===== config.mk =====
export PLATFORM = sky130hd
export DESIGN_NAME = demux_rr
export DESIGN_NICKNAME = d
export VERILOG_FILES = /design/src/rtl/demux_rr.sv
export SDC_FILE = /design/constraint.sdc
export NUM_CORES = 1
export LEC_CHECK = 0
export ABC_AREA = 1
export BUFFER_PORTS_ARGS = -buffer_cell sky130_fd_sc_hd__buf_4
export CAP_MARGIN = 20
export CELL_PAD_IN_SITES_DETAIL_PLACEMENT = 1
export CELL_PAD_IN_SITES_GLOBAL_PLACEMENT = 1
export CORE_MARGIN = 4
export CORE_UTILIZATION = 34
export DETAILED_ROUTE_END_ITERATION = 8
export PLACE_DENSITY_LB_ADDON = 0.1
export REMOVE_ABC_BUFFERS = 1
export SLEW_MARGIN = 10
export SYNTH_ARGS = -nofsm -noshare
export SYNTH_HDL_FRONTEND = slang
export SYNTH_SLANG_ARGS = --single-unit

===== constraint.sdc =====
create_clock -name clk -period 1.6 [get_ports clk]
set_input_delay 0.32 -clock clk [delete_from_list [all_inputs] [get_ports clk]]
set_output_delay 0.32 -clock clk [all_outputs]
set_load 0.02 [all_outputs]

===== src/rtl/demux_rr.sv =====
// One-to-NUM_CH demultiplexer with one-entry holding register per channel and
// round-robin or directed routing. Define DEMUX_RR_STATS_EN to add per-channel accept counters.
module demux_rr #(
  parameter int unsigned DATA_W = 4,
  parameter int unsigned NUM_CH = 2,
  parameter int unsigned SEL_W  = (NUM_CH > 2) ? $clog2(NUM_CH) : 1
) (
  input  logic                     clk,
  input  logic                     reset_L,
  input  logic                     valid_in,
  input  logic [DATA_W-1:0]        data_in,
  output logic                     ready_in,
  input  logic                     mode,
  input  logic [SEL_W-1:0]         sel_in,
  output logic [NUM_CH*DATA_W-1:0] data_out,
  output logic [NUM_CH-1:0]        valid_out,
  input  logic [NUM_CH-1:0]        pop,
  output logic [SEL_W-1:0]         rr_ptr
`ifdef DEMUX_RR_STATS_EN
  ,
  output logic [NUM_CH*8-1:0]      cnt_out
`endif
);

  localparam logic [SEL_W:0]   NumChW = (SEL_W+1)'(NUM_CH);
  localparam logic [SEL_W-1:0] LastCh = SEL_W'(NUM_CH - 1);

  logic [NUM_CH-1:0][DATA_W-1:0] data_q, data_d;
  logic [NUM_CH-1:0]             valid_q, valid_d;
  logic [SEL_W-1:0]              rr_ptr_q, rr_ptr_d;
  logic [SEL_W-1:0]              tgt;
  logic                          sel_ok;
  logic                          tgt_busy;
  logic                          accept;
  logic [NUM_CH-1:0]             load;

  // Target selection and acceptance; an out-of-range directed index never accepts.
  always_comb begin
    tgt      = mode ? sel_in : rr_ptr_q;
    sel_ok   = ~mode | ({1'b0, sel_in} < NumChW);
    tgt_busy = 1'b0;
    for (int i = 0; i < int'(NUM_CH); i++) begin
      if (tgt == SEL_W'(i)) tgt_busy = valid_q[i] & ~pop[i];
    end
    ready_in = sel_ok & ~tgt_busy;
    accept   = valid_in & ready_in;
    for (int i = 0; i < int'(NUM_CH); i++) begin
      load[i] = accept & (tgt == SEL_W'(i));
    end
  end

  always_comb begin
    valid_d  = valid_q;
    data_d   = data_q;
    rr_ptr_d = rr_ptr_q;
    for (int i = 0; i < int'(NUM_CH); i++) begin
      if (load[i]) begin
        valid_d[i] = 1'b1;
        data_d[i]  = data_in;
      end else if (pop[i] && valid_q[i]) begin
        valid_d[i] = 1'b0;
        data_d[i]  = '0;
      end
    end
    if (!mode && accept) begin
      rr_ptr_d = (rr_ptr_q == LastCh) ? '0 : rr_ptr_q + 1'b1;
    end
  end

  always_ff @(posedge clk or negedge reset_L) begin
    if (!reset_L) begin
      valid_q  <= '0;
      data_q   <= '0;
      rr_ptr_q <= '0;
    end else begin
      valid_q  <= valid_d;
      data_q   <= data_d;
      rr_ptr_q <= rr_ptr_d;
    end
  end

  assign data_out  = data_q;
  assign valid_out = valid_q;
  assign rr_ptr    = rr_ptr_q;

`ifdef DEMUX_RR_STATS_EN
  logic [NUM_CH-1:0][7:0] cnt_q;

  // Saturating accept counters, one per channel.
  always_ff @(posedge clk or negedge reset_L) begin
    if (!reset_L) begin
      cnt_q <= '0;
    end else begin
      for (int i = 0; i < int'(NUM_CH); i++) begin
        if (load[i] && (cnt_q[i] != 8'hFF)) cnt_q[i] <= cnt_q[i] + 8'd1;
      end
    end
  end

  assign cnt_out = cnt_q;
`endif

endmodule


==> results_dict.tcl <==
set metrics [dict create \
    post_drt_wl_per_cell_um 12.0 \
    n_antenna_cell 0 \
    avgSynthCellArea_um2 8.36 \
    p_per_area_nw_per_um2 1330 \
    cp_data_arrival_time_ns 1.18 \
    cts_setup_buffers 0 \
    die_area_um2 2330 \
    slowest_delay_ns 0.36 \
    grt_usage_pct 14.5 \
    post_dp_cell_area_um2 737 \
    clk_pin_slew_worst_paths_ns 0.07 \
    routed_wirelength_mm 1.31 \
    startpoint_type "flip-flop" \
    grt_overflow 0 \
    tightest_slew_ns 0.182 \
    fin_area_um2 773 \
    status "complete, no violations" \
    max_freq_mhz 666 \
    initial_core_util_pct 36.2 \
    cp-end-kind "output port" \
    drc 0 \
    vias 524 \
    rows 14 \
    netlist_area_um2 552 \
    drt-initial-drc-count 3 \
    critPathMaxFanout 3 \
    die_y_um 48.3 \
    synth_seq_area_share_pct 49.9 \
    io_pins 23 \
    r2r_cells 7 \
    synth-warning-count 0 \
    grt_pass1_wl_mm 2.27 \
    p_leak_uw 0.000442 \
    place_ws_ns 0.291 \
    vias_per_cell 4.81 \
    layout.nets 105 \
    antenna_found_initial 0 \
    reg2reg_from "valid_out[1]$_DFFE_PN0P_" \
    hpwlAfterDp_mm 1.09 \
    drt-pass1-iter-count 2 \
    final_antenna_net_count 0 \
    drv_slew 0 \
    crit_chain "inv_1 -> nor2_1 -> inv_2 -> nand2_1 -> nand2_2 -> buf_4" \
    ys_ff_latch 11 \
    layout_min_cycle_time_ns 1.50 \
    final-hold-violation-count 0 \
    holdCritPathClass "in2reg" \
    seqCellArea_um2 275 \
    clk_latency_ns 0.27 \
    multi_input_area_um2 239 \
    cap_violations 0 \
    rsz0062_at_grt "no" \
    clock-skew-final_ns 0.00189 \
    root_buffer "clkbuf_4" \
    grt_max_degree 12 \
    ctsHtreeMaxLevel 1 \
    r2r-end "data_out[7]$_DFFE_PN0P_" \
    syn_to_final_growth_pct 40.1 \
    io_buffers 22 \
    gp_congestion 0.678 \
    cts_sinks 11 \
    fillers 190 \
    ys_types 11 \
    setup_ws_ns 0.0980 \
    layout-drive-gt1-share_pct 36.6 \
    critical_path_class "reg2out" \
    setup_tns_ns 0 \
    cts-buffers-inserted 3 \
    cts_tree "yes" \
    rrSetupSlack_ns 0.58 \
    cp-startpoint "valid_out[1]$_DFFE_PN0P_" \
    cp_slowest_cell "dfrtp_1" \
    grt_pass1_vias 551 \
    endpoint "ready_in" \
    core_area_um2 1520 \
    die_w_um 48.3 \
    slew_headroom_pct 87.9 \
    power.total_uw 1030 \
    syn_inst 66 \
    clock_path_buffers 2 \
    post-route-period-util_pct 93.9 \
    final_common_cell "nand2_1" \
    final_cell_mix "nand2_1 (25), buf_4 (22), nand3_1 (12)" \
    peakVddDrop_mv 0.560 \
    worst_ep_required_time_ns 1.28 \
    setup_viol 0 \
]
## timing repair
action                     in CTS  in global routing
hold endpoints to repair       11                  0
hold buffers                    1                  0
gates resized for setup         0                  1
setup endpoints to repair       0                  1
## kinds of logic (layout without fill, tap and decap cells)
family                 count (synthesis)  count (layout)  share of synthesized area [%]
buffers and inverters                  9              36                           6.80
DFF                                   11              11                           49.9
and+or+nand+nor                       46              46                           43.3
## routing by layer
metal / global-route usage, % / vias to the layer above / share of wire, %
met3: 2.21 / 5 / 6.2
li1: - / 265 / -
met1: 17.5 / 238 / 42
met2: 22.9 / 16 / 49
met5: 0 / - / 0
met4: 11.3 / 0 / 3.1
## through the flow
stage | hold slack, ns | utilization (%) | std cells
after floorplan | 0.0244 | - | 66
after global routing | 0.262 | 50.7 | 109
after detailed placement | 0.161 | 48.4 | 104
after global placement | 0.162 | 48.4 | 104
final | 0.265 | 50.7 | 109
after CTS | 0.261 | 50.7 | 109
## power breakdown
| group | internal (uW) | switching (uW) | total [uW] |
|---|---|---|---|
| Sequential | 352 | 52.4 | 405 |
| Combinational | 182 | 257 | 439 |
| Clock | 96.5 | 89.3 | 186 |
| Total | 631 | 399 | 1030 |
## how the worst min path moves through the flow
stage | from | end | cells past startpoint | slack (ns)
floorplan | reset_L | data_out[0]$_DFFE_PN0P_ | 0 | 0.02
global placement | reset_L | data_out[2]$_DFFE_PN0P_ | 1 | 0.16
detailed placement | reset_L | data_out[2]$_DFFE_PN0P_ | 1 | 0.16
CTS | data_in[2] | data_out[2]$_DFFE_PN0P_ | 3 | 0.26
global route | data_in[0] | data_out[0]$_DFFE_PN0P_ | 3 | 0.26
finish | data_in[2] | data_out[2]$_DFFE_PN0P_ | 3 | 0.27
## sequential cells by signal, summed over array words and instances (netlist names)
signal and cells:
data_out 8, rr_ptr 1, valid_out 2
## synth_stat cells (all sizes together)
master | n | area share (%)
nand4 | 1 | 3.9
dfrtp | 11 | 50
nand2 | 29 | 23
nor2 | 3 | 2.0
inv | 8 | 5.9
clkinv | 1 | 0.91
nand3 | 13 | 14
## worst max-delay path: cells and delay by family, from the launching register on
family,cells,cell delay (ns)
buf+inv,3,0.28
flops,1,0.36
simple gates,3,0.28
## layout make-up
| type | instances | share of cell area [%] |
|---|---|---|
| sequential | 11 | 35.6 |
| clock buffer | 4 | 3.40 |
| multi-input combinational | 46 | 30.9 |
| tap | 16 | 2.59 |
| timing repair buffer | 23 | 22.7 |
| inverter | 9 | 4.85 |
No activity file was read; power rests on OpenSTA's default activity.
